### config.mk
export PLATFORM = sky130hd
export DESIGN_NAME = spi_frame_receiver_flat
export DESIGN_NICKNAME = d
export VERILOG_FILES = /design/src/rtl/spi_link_pkg.sv /design/src/rtl/spi_frame_receiver_if.sv /design/src/rtl/spi_in_sync.sv /design/src/rtl/spi_frame_receiver.sv /design/src/flat_wrapper.sv
export SDC_FILE = /design/constraint.sdc
export NUM_CORES = 1
export LEC_CHECK = 0
export ABC_CLOCK_PERIOD_IN_PS = 1500
export BUFFER_PORTS_ARGS = -buffer_cell sky130_fd_sc_hd__clkbuf_2
export CORE_ASPECT_RATIO = 2
export CORE_MARGIN = 8
export CORE_UTILIZATION = 25
export CTS_CLUSTER_DIAMETER = 40
export DETAILED_ROUTE_END_ITERATION = 8
export GPL_ROUTABILITY_DRIVEN = 0
export HOLD_SLACK_MARGIN = 0.02
export PLACE_DENSITY_LB_ADDON = 0.08
export SLEW_MARGIN = 25
export SYNTH_ARGS = -nofsm -noshare
export SYNTH_HDL_FRONTEND = slang
export SYNTH_SLANG_ARGS = --single-unit
### constraint.sdc
create_clock -name clk -period 1.5 [get_ports clk]
set_input_delay 0.075 -clock clk [delete_from_list [all_inputs] [get_ports clk]]
set_output_delay 0.075 -clock clk [all_outputs]
set_load 0.01 [all_outputs]
### src/rtl/spi_link_pkg.sv
// Shared definitions for the SPI link: receiver state encoding and the
// word width common to the master and the receiver.
package spi_link_pkg;

  localparam int WORD_W_DEFAULT = 16;

  typedef enum logic [1:0] {
    IDLE  = 2'd0,
    SHIFT = 2'd1,
    DONE  = 2'd2
  } rx_state_t;

endpackage

### src/rtl/spi_frame_receiver_if.sv
// Bundle of serial pins, the valid/ready word output and status flags of
// the SPI frame receiver. "master" is the link/consumer side, "slave" the receiver.
interface spi_frame_receiver_if
  import spi_link_pkg::*;
#(
  parameter int WORD_W = WORD_W_DEFAULT
);

  logic              sclk;
  logic              sync;
  logic              mosi;
  logic [WORD_W-1:0] word_data;
  logic              word_valid;
  logic              word_ready;
  logic              busy;
  logic              overflow;
  logic              frame_err;

  modport master (
    output sclk, sync, mosi, word_ready,
    input  word_data, word_valid, busy, overflow, frame_err
  );

  modport slave (
    input  sclk, sync, mosi, word_ready,
    output word_data, word_valid, busy, overflow, frame_err
  );

endinterface

### src/rtl/spi_in_sync.sv
// Single-bit multi-flop synchronizer for an asynchronous serial pin,
// cleared by the synchronous reset.
module spi_in_sync #(
  parameter int SYNC_STAGES = 2
) (
  input  logic clk,
  input  logic rst,
  input  logic d,
  output logic q
);

  logic [SYNC_STAGES-1:0] ff;

  if (SYNC_STAGES < 2) begin : g_bad_stages
    $error("spi_in_sync: SYNC_STAGES must be at least 2");
  end

  always_ff @(posedge clk) begin
    if (rst) begin
      ff <= '0;
    end else begin
      ff <= {ff[SYNC_STAGES-2:0], d};
    end
  end

  assign q = ff[SYNC_STAGES-1];

endmodule

### src/rtl/spi_frame_receiver.sv
// Oversampling SPI frame receiver: reassembles sync-delimited frames MSB first
// into words on a one-entry valid/ready output. Optional SHIFT timeout: SPI_RX_TIMEOUT_EN.
module spi_frame_receiver
  import spi_link_pkg::*;
#(
  parameter int WORD_W         = WORD_W_DEFAULT,
  parameter int SYNC_STAGES    = 2,
  parameter int TIMEOUT_CYCLES = 4096
) (
  input  logic                 clk,
  input  logic                 rst,
  spi_frame_receiver_if.slave  bus
);

  localparam int CNT_W = $clog2(WORD_W + 1);

  logic              s_sclk;
  logic              s_sync;
  logic              s_mosi;
  logic              sclk_q;
  logic              sync_q;
  logic              fall;
  logic              sync_rise;
  rx_state_t         state;
  logic [CNT_W-1:0]  bit_cnt;
  logic [WORD_W-1:0] shreg;
  logic [WORD_W-1:0] word_data;
  logic              word_valid;
  logic              overflow;
  logic              frame_err;

  if (WORD_W < 2) begin : g_bad_width
    $error("spi_frame_receiver: WORD_W must be at least 2");
  end
  if (TIMEOUT_CYCLES < 1) begin : g_bad_timeout
    $error("spi_frame_receiver: TIMEOUT_CYCLES must be positive");
  end

  spi_in_sync #(.SYNC_STAGES(SYNC_STAGES)) u_sync_sclk (
    .clk (clk), .rst (rst), .d (bus.sclk), .q (s_sclk)
  );
  spi_in_sync #(.SYNC_STAGES(SYNC_STAGES)) u_sync_sync (
    .clk (clk), .rst (rst), .d (bus.sync), .q (s_sync)
  );
  spi_in_sync #(.SYNC_STAGES(SYNC_STAGES)) u_sync_mosi (
    .clk (clk), .rst (rst), .d (bus.mosi), .q (s_mosi)
  );

  assign fall      = sclk_q & ~s_sclk;
  assign sync_rise = ~sync_q & s_sync;

`ifdef SPI_RX_TIMEOUT_EN
  localparam int TMO_W = $clog2(TIMEOUT_CYCLES + 1);
  logic [TMO_W-1:0] tmo_cnt;
  logic             tmo_hit;
  assign tmo_hit = (tmo_cnt == TMO_W'(TIMEOUT_CYCLES - 1));
`endif

  // Edge detection, frame FSM and output register share one process so every
  // flag is registered; a transfer clears valid unless DONE reloads it.
  always_ff @(posedge clk) begin
    if (rst) begin
      state      <= IDLE;
      bit_cnt    <= '0;
      shreg      <= '0;
      word_data  <= '0;
      word_valid <= 1'b0;
      overflow   <= 1'b0;
      frame_err  <= 1'b0;
      sclk_q     <= 1'b0;
      sync_q     <= 1'b0;
`ifdef SPI_RX_TIMEOUT_EN
      tmo_cnt    <= '0;
`endif
    end else begin
      sclk_q    <= s_sclk;
      sync_q    <= s_sync;
      overflow  <= 1'b0;
      frame_err <= 1'b0;
`ifdef SPI_RX_TIMEOUT_EN
      tmo_cnt   <= '0;
`endif
      if (word_valid && bus.word_ready) begin
        word_valid <= 1'b0;
      end

      case (state)
        IDLE: begin
          bit_cnt <= '0;
          if (sync_rise) begin
            state <= SHIFT;
          end
        end

        SHIFT: begin
          if (sync_rise) begin
            if (bit_cnt != '0) begin
              frame_err <= 1'b1;
            end
            bit_cnt <= '0;
          end else if (fall) begin
            // A falling edge while sync is still high belongs to the overlap and is skipped.
            if (!s_sync) begin
              shreg   <= {shreg[WORD_W-2:0], s_mosi};
              bit_cnt <= bit_cnt + 1'b1;
              if (bit_cnt == CNT_W'(WORD_W - 1)) begin
                state <= DONE;
              end
            end
          end
`ifdef SPI_RX_TIMEOUT_EN
          else if (tmo_hit) begin
            if (bit_cnt != '0) begin
              frame_err <= 1'b1;
            end
            bit_cnt <= '0;
            state   <= IDLE;
          end else begin
            tmo_cnt <= tmo_cnt + 1'b1;
          end
`endif
        end

        DONE: begin
          if (!word_valid || bus.word_ready) begin
            word_data  <= shreg;
            word_valid <= 1'b1;
          end else begin
            overflow <= 1'b1;
          end
          bit_cnt <= '0;
          state   <= IDLE;
        end

        default: begin
          bit_cnt <= '0;
          state   <= IDLE;
        end
      endcase
    end
  end

  assign bus.word_data  = word_data;
  assign bus.word_valid = word_valid;
  assign bus.busy       = (state != IDLE);
  assign bus.overflow   = overflow;
  assign bus.frame_err  = frame_err;

endmodule

### src/flat_wrapper.sv
// flat-port wrapper written by rule: the top's interface ports become plain ports
module spi_frame_receiver_flat import spi_link_pkg::*;
#(
  parameter int WORD_W         = WORD_W_DEFAULT,
  parameter int SYNC_STAGES    = 2,
  parameter int TIMEOUT_CYCLES = 4096
)
  (clk, rst, bus_sclk, bus_sync, bus_mosi, bus_word_ready, bus_word_data, bus_word_valid, bus_busy, bus_overflow, bus_frame_err);
  spi_frame_receiver_if #(.WORD_W(WORD_W)) bus_i ();
  input  logic clk;
  input  logic rst;
  input wire logic [$bits(bus_i.sclk)-1:0] bus_sclk;
  input wire logic [$bits(bus_i.sync)-1:0] bus_sync;
  input wire logic [$bits(bus_i.mosi)-1:0] bus_mosi;
  input wire logic [$bits(bus_i.word_ready)-1:0] bus_word_ready;
  output wire logic [$bits(bus_i.word_data)-1:0] bus_word_data;
  output wire logic [$bits(bus_i.word_valid)-1:0] bus_word_valid;
  output wire logic [$bits(bus_i.busy)-1:0] bus_busy;
  output wire logic [$bits(bus_i.overflow)-1:0] bus_overflow;
  output wire logic [$bits(bus_i.frame_err)-1:0] bus_frame_err;
  assign bus_i.sclk = bus_sclk;
  assign bus_i.sync = bus_sync;
  assign bus_i.mosi = bus_mosi;
  assign bus_i.word_ready = bus_word_ready;
  assign bus_word_data = bus_i.word_data;
  assign bus_word_valid = bus_i.word_valid;
  assign bus_busy = bus_i.busy;
  assign bus_overflow = bus_i.overflow;
  assign bus_frame_err = bus_i.frame_err;
  spi_frame_receiver #(.WORD_W(WORD_W), .SYNC_STAGES(SYNC_STAGES), .TIMEOUT_CYCLES(TIMEOUT_CYCLES)) u_core (.clk(clk), .rst(rst), .bus(bus_i));
endmodule
---- After elaboration in Yosys (flattened, before gate mapping) ----
Index checks and enable logic that the tools add are counted.
operators by class
  add/sub/neg operators ................... 1
  equality and inequality tests ........... 8
  multiplexer cells ....................... 11
  bitwise operators ....................... 8
  reduce and logical (&&, ||, !) cells .... 13
operator list
  kind                                            number
  two-way mux 2 bit                               5
  != test 2 x 1 -> 1 bit (second input constant)  3
  NOT 1 bit                                       6
  OR reduction 3 bit                              2
  adder 5 x 1 -> 5 bit (second input constant)    1
  == test 5 x 4 -> 1 bit (second input constant)  1
  two-way mux 1 bit                               5
  AND reduction 5 bit                             1
  nonzero test 5 bit                              1
  != test 2 bit (second input constant)           2
  one-hot mux 2 bit (2 select lines)              1
  AND reduction 2 bit                             2
  AND reduction 4 bit                             1
  bitwise AND 1 bit                               2
  == test 2 x 1 -> 1 bit (second input constant)  1
  == test 2 bit (second input constant)           1
  logical NOT 2 bit                               1
  nonzero test 2 bit                              1
  OR reduction 2 bit                              1
  logical AND 1 bit                               1
  logical NOT 1 bit                               1
  logical OR 1 bit                                1
storage, ports and cells
  flip-flop bits (word level) ............. 50
  input port bits ......................... 6

---- Logic depth before layout (Yosys ltp) ----
  word-level depth ........................ 6
  mapped depth ............................ 5

---- By module ----
Synthesis repeated with hierarchy kept, for this count alone.
unflattened totals
  cells, all modules ...................... 191
  area total of the unflattened synthesis .. 1896.8 um^2
by module, submodules not included
  module              instances  cells each  area each (um^2)  seq. area each (um^2)
  spi_frame_receiver  1          179         1739.2            880.8
  spi_in_sync         3          4           52.6              40.0

---- Worst setup path before layout ----
OpenSTA, ideal clock, no wires.
  path type ............................... register to register
  start point ............................. register u_core.u_sync_sync.ff[1]
  end point ............................... register u_core.shreg[10]
  arrival ................................. 1.341 ns
  data required time ...................... 1.428 ns
  slack ................................... 0.088 ns
  stages on the path, launching flop included .. 6
  buffers on the path ..................... 2
  cell sequence ........................... dfxtp_1 -> or3b_4 -> nor3b_2 -> buf_6 -> buf_12 -> mux2i_1
between the ends
  word-level cells in the longest chain between the ends .. 3
ends and longest elaborated chain
  item                                      line                       RTL
  from (decl)                               spi_in_sync.sv:12          logic [SYNC_STAGES-1:0] ff;
  from (signal assigned)                    spi_in_sync.sv:22          ff <= {ff[SYNC_STAGES-2:0], d};
  bitwise AND 1 bit                         spi_frame_receiver.sv:50   assign sync_rise = ~sync_q & s_sync;
  NOT 1 bit (no source line)                n/a
  AND reduction 4 bit (no source line) (*)  n/a
  to (signal assigned)                      spi_frame_receiver.sv:104  shreg <= {shreg[WORD_W-2:0], s_mosi};
  to (decl)                                 spi_frame_receiver.sv:26   logic [WORD_W-1:0] shreg;
Every way passes the cells marked *; elsewhere a longest branch is shown, timed or not.
A chain may end at the register's enable or synchronous reset.

---- Worst setup path after layout ----
Ends and elaborated chain as after synthesis.

==> impl_metrics.json <==
{
  "design.portCount": 26,
  "synthDistinctLibCells": 27,
  "final_common_cell": "dfxtp_1",
  "root_buffer": "clkbuf_16",
  "port-buffer-count": 25,
  "power.density_nw_per_um2": 1107,
  "final_core_util_pct": 31.88,
  "seq_area_um2": 1005,
  "grt_pass1_wl_um": 7058,
  "fillerInstances": 795,
  "skew_ns": 0.006116,
  "layout_common_cells": "47 x dfxtp_1, 25 x clkbuf_2, 20 x nand2b_1, 18 x nand3_1, 18 x a21oi_1",
  "final_hold_viol_count": 0,
  "p_leak_nw": 0.8600,
  "grt_pass1_vias": 1468,
  "detail-route-antenna-nets": 0,
  "period_share_pct": 97.44,
  "antenna_found_initial": 0,
  "cp_max_fo": 8,
  "synth_cells": 192,
  "yosys_warnings": 0,
  "crit_path_start_kind": "flop",
  "arrival_ns": 1.68,
  "syn_nets": 201,
  "cts_made_buffers": 5,
  "finalNetCount": 233,
  "routed_via_density": 4.392,
  "setup_violations": 0,
  "dr_total_vias": 1401,
  "worstHoldPathType": "primary input to flop",
  "drc": 0,
  "clk_latency_ns": 0.29,
  "dieWidth_um": 77.66,
  "htree_levels": 2,
  "fin_crit_ns": 1.462,
  "tritoncts": "done",
  "relSlewSlack_pct": 72.47,
  "rows": 45,
  "maxSlewViolCount": 0,
  "hpwlAfterDp_um": 2622,
  "start_util_pct": 25.38,
  "cp-end-kind": "flop",
  "cap_viol_max_count": 0,
  "outcome": "finished, final reports clean",
  "wire_per_inst_um": 12.77,
  "die_y_um": 139.3,
  "drt-total-wl_um": 4074,
  "synth-seq-cells": 50,
  "postSynthAreaPerCell_um2": 9.899,
  "worst_pin_slew_ns": 0.4111,
  "drive_above_1_share_pct": 22.67,
  "worstSetupPathType": "flop to flop",
  "layout.cells.non_filler": 319,
  "cts_max_path_buffers": 2,
  "gr-total-overflow": 0,
  "multi_input_area_um2": 820.8,
  "dieArea_um2": 10820,
  "total_power_mw": 2.642,
  "grt.total_usage_pct": 8.046,
  "core_area_um2": 7488,
  "cts.sinks": 50,
  "first_iter_violations": 62,
  "irDropWorstVdd_uv": 633.0,
  "timing.fmax_mhz": 684.2,
  "seq_area_frac_synth_pct": 52.67,
  "required_ns": 1.71,
  "firstDrtPassIters": 4,
  "rsz0062_at_grt": "yes",
  "area_growth_pct": 25.61,
  "placed_cells": 305,
  "grt_max_degree": 38,
  "diodes": 0,
  "synth_area_um2": 1901,
  "path_clk_slew_ns": 0.06
}
==> cell usage after synthesis <==
master | number | area (um2)
a21oi_1 | 18 | 90.09
buf_6 | 1 | 11.26
or3b_4 | 1 | 11.26
ha_1 | 3 | 37.54
or2b_1 | 1 | 7.510
nor2_1 | 7 | 26.28
buf_12 | 1 | 20.02
nor2b_1 | 10 | 62.56
and4bb_2 | 1 | 12.51
or3_1 | 1 | 6.260
o21ai_0 | 17 | 85.08
xnor2_1 | 2 | 17.52
buf_1 | 2 | 7.510
nor3b_2 | 2 | 25.02
mux2i_1 | 17 | 170.2
a211oi_1 | 1 | 7.510
nand2_1 | 2 | 7.510
dfxtp_1 | 50 | 1001
nor3_1 | 1 | 5.000
a311oi_1 | 1 | 8.760
and3_1 | 2 | 12.51
buf_2 | 1 | 5.000
or2_2 | 1 | 6.260
nand2b_1 | 20 | 125.1
nand3_1 | 18 | 90.09
inv_1 | 3 | 11.26
clkbuf_1 | 8 | 30.03
==> registers in the layout, indices dropped and copies added, names as in the netlist <==
name and cells:
u_core.bus.word_valid 1, u_core.u_sync_sclk.ff 2, u_core.bus.frame_err 1, u_core.state 2, u_core.bus.word_data 16, u_core.sclk_q 1
u_core.bit_cnt 5, u_core.shreg 16, u_core.u_sync_sync.ff 2, u_core.bus.overflow 1, u_core.sync_q 1, u_core.u_sync_mosi.ff 2
==> area by class of cell <==
cell class	instances	share of cell area [%]
Clock buffer	8	6.971
Inverter	3	0.4717
Sequential cell	50	42.09
Multi-Input combinational cell	126	34.38
Tap cell	94	4.927
Timing Repair Buffer	38	11.16
==> worst max-delay path, stage by stage (launching register included) <==
cell and delay (ns):
dfxtp_2 0.32, or3b_4 0.41, nor3b_4 0.18, buf_6 0.15
buf_12 0.13, mux2i_1 0.19
==> what timing repair did <==
action	4_1_cts	5_1_grt
cloned	1	0
setup endpoints to repair	1	16
gates resized for setup	5	1
pin swaps	2	2
hold buffers	3	0
buffers inserted	2	0
endpoints found under the hold margin	3	0
==> routing by layer <==
metal / up-vias / wire (um) / share of wire (%) / global-route usage [%]
li1: 720 / - / - / -
met3: 6 / 326 / 8.0 / 3.226
met4: 0 / 91 / 2.2 / 3.908
met5: - / 0 / 0 / 0
met1: 644 / 1777 / 44 / 9.084
met2: 31 / 1878 / 46 / 12.70
==> report_power, final <==
part / switching, mW / leakage (nW) / internal, mW
Sequential: 0.00516 / 0.405 / 1.34
Clock: 0.475 / 0.0832 / 0.755
Combinational: 0.0322 / 0.371 / 0.0365
Total: 0.512 / 0.860 / 2.13
==> cell families (layout without fill, tap and decap cells) <==
logic type / count (synthesis) / in the layout / synth area share (%)
flip-flops: 50 / 50 / 52.67
adder cells (fa/ha/maj): 3 / 3 / 1.975
buffers and inverters: 16 / 49 / 4.477
XOR/XNOR: 2 / 2 / 0.9218
multiplexers: 17 / 17 / 8.953
AND/OR/NAND/NOR: 67 / 67 / 20.94
AO/OA/AOI/OAI: 37 / 37 / 10.07
==> through the flow <==
stage,hold slack (ns),cell area (um2),TNS (ns),worst slack [ns]
after detailed placement,0.2913,2135,0,0.01903
after CTS,0.05830,2386,-0.007000,-0.007000
after global routing,0.08379,2387,-0.3065,-0.04924
after global placement,0.2901,2135,0,0.06681
final,0.07315,2387,0,0.03845
after floorplan,0.2032,1901,0,0.08786
==> path summary, 6_finish.rpt <==
check / cells after the start / endpoint / slack [ns] / from
setup / recovery: 5 / u_core.shreg[10]$_SDFFE_PP0P_ / 0.04 / u_core.u_sync_sync.ff[1]$_SDFF_PP0_
hold / removal: 2 / u_core.u_sync_sclk.ff[1]$_SDFF_PP0_ / 0.07 / rst
setup reg to reg: 5 / u_core.shreg[10]$_SDFFE_PP0P_ / 0.04 / u_core.u_sync_sync.ff[1]$_SDFF_PP0_
hold reg to reg: 1 / u_core.u_sync_mosi.ff[1]$_SDFF_PP0_ / 0.44 / u_core.u_sync_mosi.ff[0]$_SDFF_PP0_
(Power assumes the default switching activity.)
